[config.mk]
export PLATFORM = sky130hd
export DESIGN_NAME = uart_tx_arbiter
export DESIGN_NICKNAME = d
export VERILOG_FILES = /design/src/rtl/uart_tx_arbiter.sv
export SDC_FILE = /design/constraint.sdc
export NUM_CORES = 1
export LEC_CHECK = 0
export CORE_ASPECT_RATIO = 1.2
export CORE_MARGIN = 2
export CORE_UTILIZATION = 33
export CTS_BUF_LIST = sky130_fd_sc_hd__clkbuf_4 sky130_fd_sc_hd__clkbuf_8 sky130_fd_sc_hd__clkbuf_16
export CTS_CLUSTER_DIAMETER = 50
export DETAILED_ROUTE_END_ITERATION = 10
export DONT_BUFFER_PORTS = 1
export GPL_TIMING_DRIVEN = 0
export HOLD_SLACK_MARGIN = 0.03
export PLACE_DENSITY = 0.5
export SLEW_MARGIN = 20
export SYNTH_ARGS = -nofsm -noshare
export SYNTH_HDL_FRONTEND = slang
export SYNTH_SLANG_ARGS = --single-unit
[constraint.sdc]
create_clock -name CLK -period 3 [get_ports CLK]
set_input_delay 0.6 -clock CLK [delete_from_list [all_inputs] [get_ports CLK]]
set_output_delay 0.6 -clock CLK [all_outputs]
set_load 0.01 [all_outputs]
[src/rtl/uart_tx_arbiter.sv]
// ---------------------------------------------------------------------------
// uart_tx_arbiter
//
// Shares one UART transmitter among NUM_REQ byte-stream requesters using a
// round-robin pick. A granted byte is handed to the transmitter with a
// one-cycle Tx_DV_out pulse. The arbiter then waits for Tx_Done_in, inserts an
// optional idle gap, and returns to IDLE for the next decision. A timeout
// guard drops the frame if Tx_Done_in never arrives.
//
// Ports
//   CLK            system clock, all state on the rising edge
//   RST_N          asynchronous active-low reset
//   req_valid_in   per-requester "byte pending", held until its ready pulse
//   req_data_in    requester k byte on bits [8k+7:8k]
//   req_ready_out  one-hot single-cycle pulse: requester k's byte was taken
//   Tx_DV_out      single-cycle start pulse to the transmitter
//   Tx_Byte_out    byte to the transmitter, stable until the next grant
//   Tx_Active_in   transmitter busy
//   Tx_Done_in     transmitter frame-complete pulse
//   grant_id_out   index of the current / last granted requester
//   busy_out       high whenever the arbiter is not in IDLE
//   timeout_out    single-cycle pulse when a frame is abandoned on timeout
// ---------------------------------------------------------------------------
module uart_tx_arbiter #(
    parameter int NUM_REQ        = 4,
    parameter int GAP_CYCLES     = 0,
    parameter int TIMEOUT_CYCLES = 4096,
    localparam int IDW           = (NUM_REQ > 1) ? $clog2(NUM_REQ) : 1
) (
    input  logic                   CLK,
    input  logic                   RST_N,
    input  logic [NUM_REQ-1:0]     req_valid_in,
    input  logic [8*NUM_REQ-1:0]   req_data_in,
    output logic [NUM_REQ-1:0]     req_ready_out,
    output logic                   Tx_DV_out,
    output logic [7:0]             Tx_Byte_out,
    input  logic                   Tx_Active_in,
    input  logic                   Tx_Done_in,
    output logic [IDW-1:0]         grant_id_out,
    output logic                   busy_out,
    output logic                   timeout_out
);

    localparam int TW = $clog2(TIMEOUT_CYCLES + 1);
    localparam int GW = $clog2(GAP_CYCLES + 2);
    localparam logic [TW-1:0] T_SAT  = TW'(TIMEOUT_CYCLES);
    localparam logic [TW-1:0] T_LAST = TW'(TIMEOUT_CYCLES - 1);
    localparam logic [GW-1:0] G_LAST = GW'((GAP_CYCLES > 0) ? GAP_CYCLES - 1 : 0);

    typedef enum logic [1:0] {
        S_IDLE,
        S_LAUNCH,
        S_WAIT_DONE,
        S_GAP
    } state_t;

    state_t         r_state;
    logic           r_prev_idle;
    logic [IDW-1:0] r_last;
    logic [TW-1:0]  r_tcnt;
    logic [GW-1:0]  r_gcnt;

    logic           w_line_idle;
    logic           w_tx_free;
    logic           w_found;
    logic [IDW-1:0] w_pick;
    logic [TW-1:0]  w_tcnt_inc;
    logic [7:0]     w_req_byte [NUM_REQ];

    genvar gi;
    generate
        for (gi = 0; gi < NUM_REQ; gi++) begin : g_byte
            assign w_req_byte[gi] = req_data_in[8*gi +: 8];
        end
    endgenerate

    // The line must have been quiet for two consecutive cycles. After a reset
    // in mid-frame this keeps us from launching until the old frame is gone.
    assign w_line_idle = !Tx_Active_in && !Tx_Done_in;
    assign w_tx_free   = w_line_idle && r_prev_idle;

    // Saturating increment so the counter can never wrap back into range.
    assign w_tcnt_inc = (r_tcnt == T_SAT) ? r_tcnt : r_tcnt + 1'b1;

    // Round-robin search starting at last+1. Walking the offsets from the far
    // end down lets the nearest valid requester overwrite any later one.
    always_comb begin
        w_pick  = r_last;
        w_found = 1'b0;
        for (int j = NUM_REQ; j >= 1; j--) begin
            if (req_valid_in[IDW'((int'(r_last) + j) % NUM_REQ)]) begin
                w_pick  = IDW'((int'(r_last) + j) % NUM_REQ);
                w_found = 1'b1;
            end
        end
    end

    always_ff @(posedge CLK or negedge RST_N) begin
        if (!RST_N) begin
            r_state       <= S_IDLE;
            r_prev_idle   <= 1'b0;
            r_last        <= IDW'(NUM_REQ - 1);
            r_tcnt        <= '0;
            r_gcnt        <= '0;
            req_ready_out <= '0;
            Tx_DV_out     <= 1'b0;
            Tx_Byte_out   <= '0;
            grant_id_out  <= '0;
            busy_out      <= 1'b0;
            timeout_out   <= 1'b0;
        end else begin
            r_prev_idle   <= w_line_idle;
            Tx_DV_out     <= 1'b0;
            req_ready_out <= '0;
            timeout_out   <= 1'b0;

            case (r_state)
                S_IDLE: begin
                    if (w_tx_free && w_found) begin
                        Tx_Byte_out   <= w_req_byte[w_pick];
                        grant_id_out  <= w_pick;
                        r_last        <= w_pick;
                        Tx_DV_out     <= 1'b1;
                        req_ready_out <= NUM_REQ'(1) << w_pick;
                        busy_out      <= 1'b1;
                        r_state       <= S_LAUNCH;
                    end
                end

                S_LAUNCH: begin
                    r_tcnt  <= '0;
                    r_state <= S_WAIT_DONE;
                end

                S_WAIT_DONE: begin
                    r_tcnt <= w_tcnt_inc;
                    // Done takes priority over a timeout expiring in the same cycle.
                    if (Tx_Done_in) begin
                        if (GAP_CYCLES > 0) begin
                            r_gcnt  <= '0;
                            r_state <= S_GAP;
                        end else begin
                            busy_out <= 1'b0;
                            r_state  <= S_IDLE;
                        end
                    end else if (w_tcnt_inc == T_LAST) begin
                        // The byte is dropped; the requester already got its ready.
                        timeout_out <= 1'b1;
                        busy_out    <= 1'b0;
                        r_state     <= S_IDLE;
                    end
                end

                S_GAP: begin
                    if (r_gcnt == G_LAST) begin
                        busy_out <= 1'b0;
                        r_state  <= S_IDLE;
                    end else begin
                        r_gcnt <= r_gcnt + 1'b1;
                    end
                end

                default: begin
                    busy_out <= 1'b0;
                    r_state  <= S_IDLE;
                end
            endcase
        end
    end

endmodule

==> results.md <==
- DP Cell Count: roughly 350
- Leakage: approximately 0.0011 uW
- Worst path depth: 7
- Area Overhead vs Synth: 9.45%
- Slew headroom: 0.506
- First-pass GRT wire length: roughly 11,000 um
- Worst R2R Setup Slack: between 0.5 and 0.6 ns
- Cells after synthesis: around 270
- Ports: 57
- Drt pass-1 iters: 4
- Pwr dens: between 700 and 800 nW/um^2
- Routed wire length: about 6500 um
- Internal Power: around 1100 uW
- Slew Limit Fails: 0
- Overflow after GRT: 0
- Final setup violation count: 0
- Vias: about 2,100
- Setup crit start: r_tcnt[1]
- Arrival @ worst endpoint: 2.61 ns
- Die Y: between 90 and 100 um
- Non-filler cells, final: roughly 360
- Final hold slack: between 0.1 and 0.15 ns
- Clock sink count: 35
- Min cycle time layout: ~2.4 ns
- Num CTS Buffers: 5
- Sw Share: 0.439
- Initial DRC Count: 127
- Critical setup path kind: reg -> reg
- Flip-flop and latch area: about 880 um^2
- Global Route Usage Sum: 0.176
- CP Max Fanout: 9
- Critical path, cell by cell: ha_1, buf_2, nand3_1, nor4_1, o32ai_1, o311a_1, a311o_1
- Row Count: 33
- Ys Warns: 0
- Vias per cell: just under 6
- Post-CTS sizing: 0
- Combinational power share: 0.436
- Library cells used by synthesis: 55
- Synthesized flop and latch total: 35
- Drt drc: 0
- Net Switching: about 860 uW
- Fillers: between 700 and 800
- Hold Path Class: in -> async
- Post-CTS Setup Inserts: 0
- Sequential cell fraction of total power: 0.378
- Clk buf depth: 2
- Startpoint Class: flip-flop
- Root Buffer Master: clkbuf_8
- Max Fclk: roughly 410 MHz
- Final Cycle Share: 0.812
- Number of global-route vias before repair: 2,203
- Syn_nets: 314
- Max-Cap Viols: 0
- Final Skew: 0.00692 ns
- RR Startpoint: r_tcnt[1]
- Fraction of registers with async set/reset: 1.00
- Primary FF master, synth: dfrtp_1
- Top post-synthesis cells by area: dfrtp_1, o31a_1, a211oi_1, ha_1, nand2_1
- Mapped cell area: 2380 um^2
- CP required: approximately 3.2 ns
- Outcome: finished clean
- Buf/Inv on CP: 1
- Htree depth: 2
- Yosys top cell by area: dfrtp_1
- IO buf count: 0
- GPL Wtd Cong: 0.818
- Post-synthesis sequential area ratio: 0.369
- Critical Path Slowest Stage Cell: dfrtp_1
- Ant diodes: 0
- Peak VDD IR: 0.399 mV
- Worst-path clk slew: ~0.080 ns
- Setup_tns: 0 ns
- Hpwl dp: between 4000 and 5000 um
- Final Total Pwr: about 2000 uW
- CP delay by family, top: compound AO/OA/AOI/OAI gates
- Chip width: approximately 80 um
- Initial antenna violation count: 0
- Final nets: roughly 320
- Area of the multi-input gates: around 1400 um^2
- Final Hold Fails: 0
- R2r endpoint: r_state[0]
- Most common cell in the netlist: dfrtp_1
- CTS tree: built
- Largest net degree at the start of global routing: 34
- Critical Path Sink Type: flip-flop
- Skew-Pair Late Insertion Delay: between 0.2 and 0.3 ns
- Initial Util: 0.345
- Clock power frac: 0.185
- Crit path to: r_state[0]
- Synth top area share: 0.347
- Ratio of cells with drive above 1 in the final layout: 0.120
- Area of the die: just under 8000 um^2
- Actual slew at the worst max-slew pin: approximately 0.74 ns
- RSZ-0062 raised after global routing: false
- Post-route ant nets: 0
- Worst r2r path cells: 7
- Per-cell routed wire length: about 18 um
- Post-synth EDFFs: 0
- Post-synth top cells: dfrtp_1, nand2_1, o31a_1, a211oi_1, o21ai_0
- Core Box Area: between 6000 and 7000 um^2
- Critical path's largest stage delay: between 0.5 and 0.6 ns
- Avg Inst Size Synth: about 9 um^2
[routing by layer]
layer / vias up / wire, um / GRT usage
met5: - / 0 / 0
met4: 0 / 60 / 0.0548
met3: 4 / 396 / 0.0465
met2: 68 / 3140 / 0.280
met1: 1022 / 2860 / 0.231
li1: 1030 / - / -
[metrics by stage]
stage / instance area (um^2) / setup WS (ns) / utilization
3_5_place_dp: 2490 / 0.628 / 0.361
6_report: 2610 / 0.565 / 0.378
4_1_cts: 2600 / 0.621 / 0.377
5_1_grt: 2610 / 0.412 / 0.378
2_1_floorplan: 2380 / 0.916 / -
3_3_place_gp: 2490 / 0.602 / 0.361
[final cells by class]
type | count | share of cell area
Clock buffer | 7 | 0.0321
Multi-Input combinational cell | 197 | 0.522
Clock inverter | 1 | 0.00192
Timing Repair Buffer | 1 | 0.00768
Sequential cell | 35 | 0.337
Buffer | 21 | 0.0408
Tap cell | 87 | 0.0417
Inverter | 12 | 0.0173
[logic make-up after synthesis]
| family | Yosys count | share of synthesized area |
|---|---|---|
| flops | 35 | 0.369 |
| compound gates | 96 | 0.306 |
| simple gates | 89 | 0.203 |
| buf+inv | 33 | 0.0635 |
| mux | 1 | 0.00420 |
| fa+ha+maj | 9 | 0.0473 |
| xor+xnor | 2 | 0.00735 |
[what timing repair did]
action	CTS	global route
endpoints found under the setup margin	0	0
endpoints found under the hold margin	33	0
hold buffers	1	0
[state kept, by name (all words and copies together), names as in the netlist]
register	cells
req_ready_out	4
r_state	2
r_last	2
r_prev_idle	1
r_tcnt	13
grant_id_out	2
Tx_Byte_out	8
busy_out	1
timeout_out	1
Tx_DV_out	1
[power groups by stage]
stage               combinational (uW)  sequential [uW]  clock (uW)
finish                             852              739         362
global route                       985              754         393
CTS                                854              741         380
detailed placement                 836              749           0
global placement                   828              749           0
floorplan                          646              713           0
[how the worst min path moves through the flow]
stage	from	end	slack, ns	cells past startpoint
final	RST_N	Tx_Byte_out[7]	0.15	1
after global routing	RST_N	r_last[0]	0.13	0
after CTS	RST_N	r_last[0]	0.13	0
after detailed placement	RST_N	r_tcnt[7]	0.31	0
after global placement	RST_N	r_tcnt[7]	0.31	0
after floorplan	RST_N	Tx_Byte_out[0]	0.30	0
[cell usage in the layout (no fill, tap or decap), drive strengths merged, types with 3 or more instances in the layout]
cell type / n
a211oi: 16
a21o: 7
a21oi: 9
a22o: 3
and3: 3
buf: 13
clkbuf: 16
dfrtp: 33
ha: 9
inv: 12
nand2: 29
nand2b: 5
nand3: 8
nand4b: 3
nor2: 12
nor3: 9
nor4: 6
nor4b: 3
o21ai: 13
o31a: 17
o31ai: 12
Power figures use the tool's default switching activity.
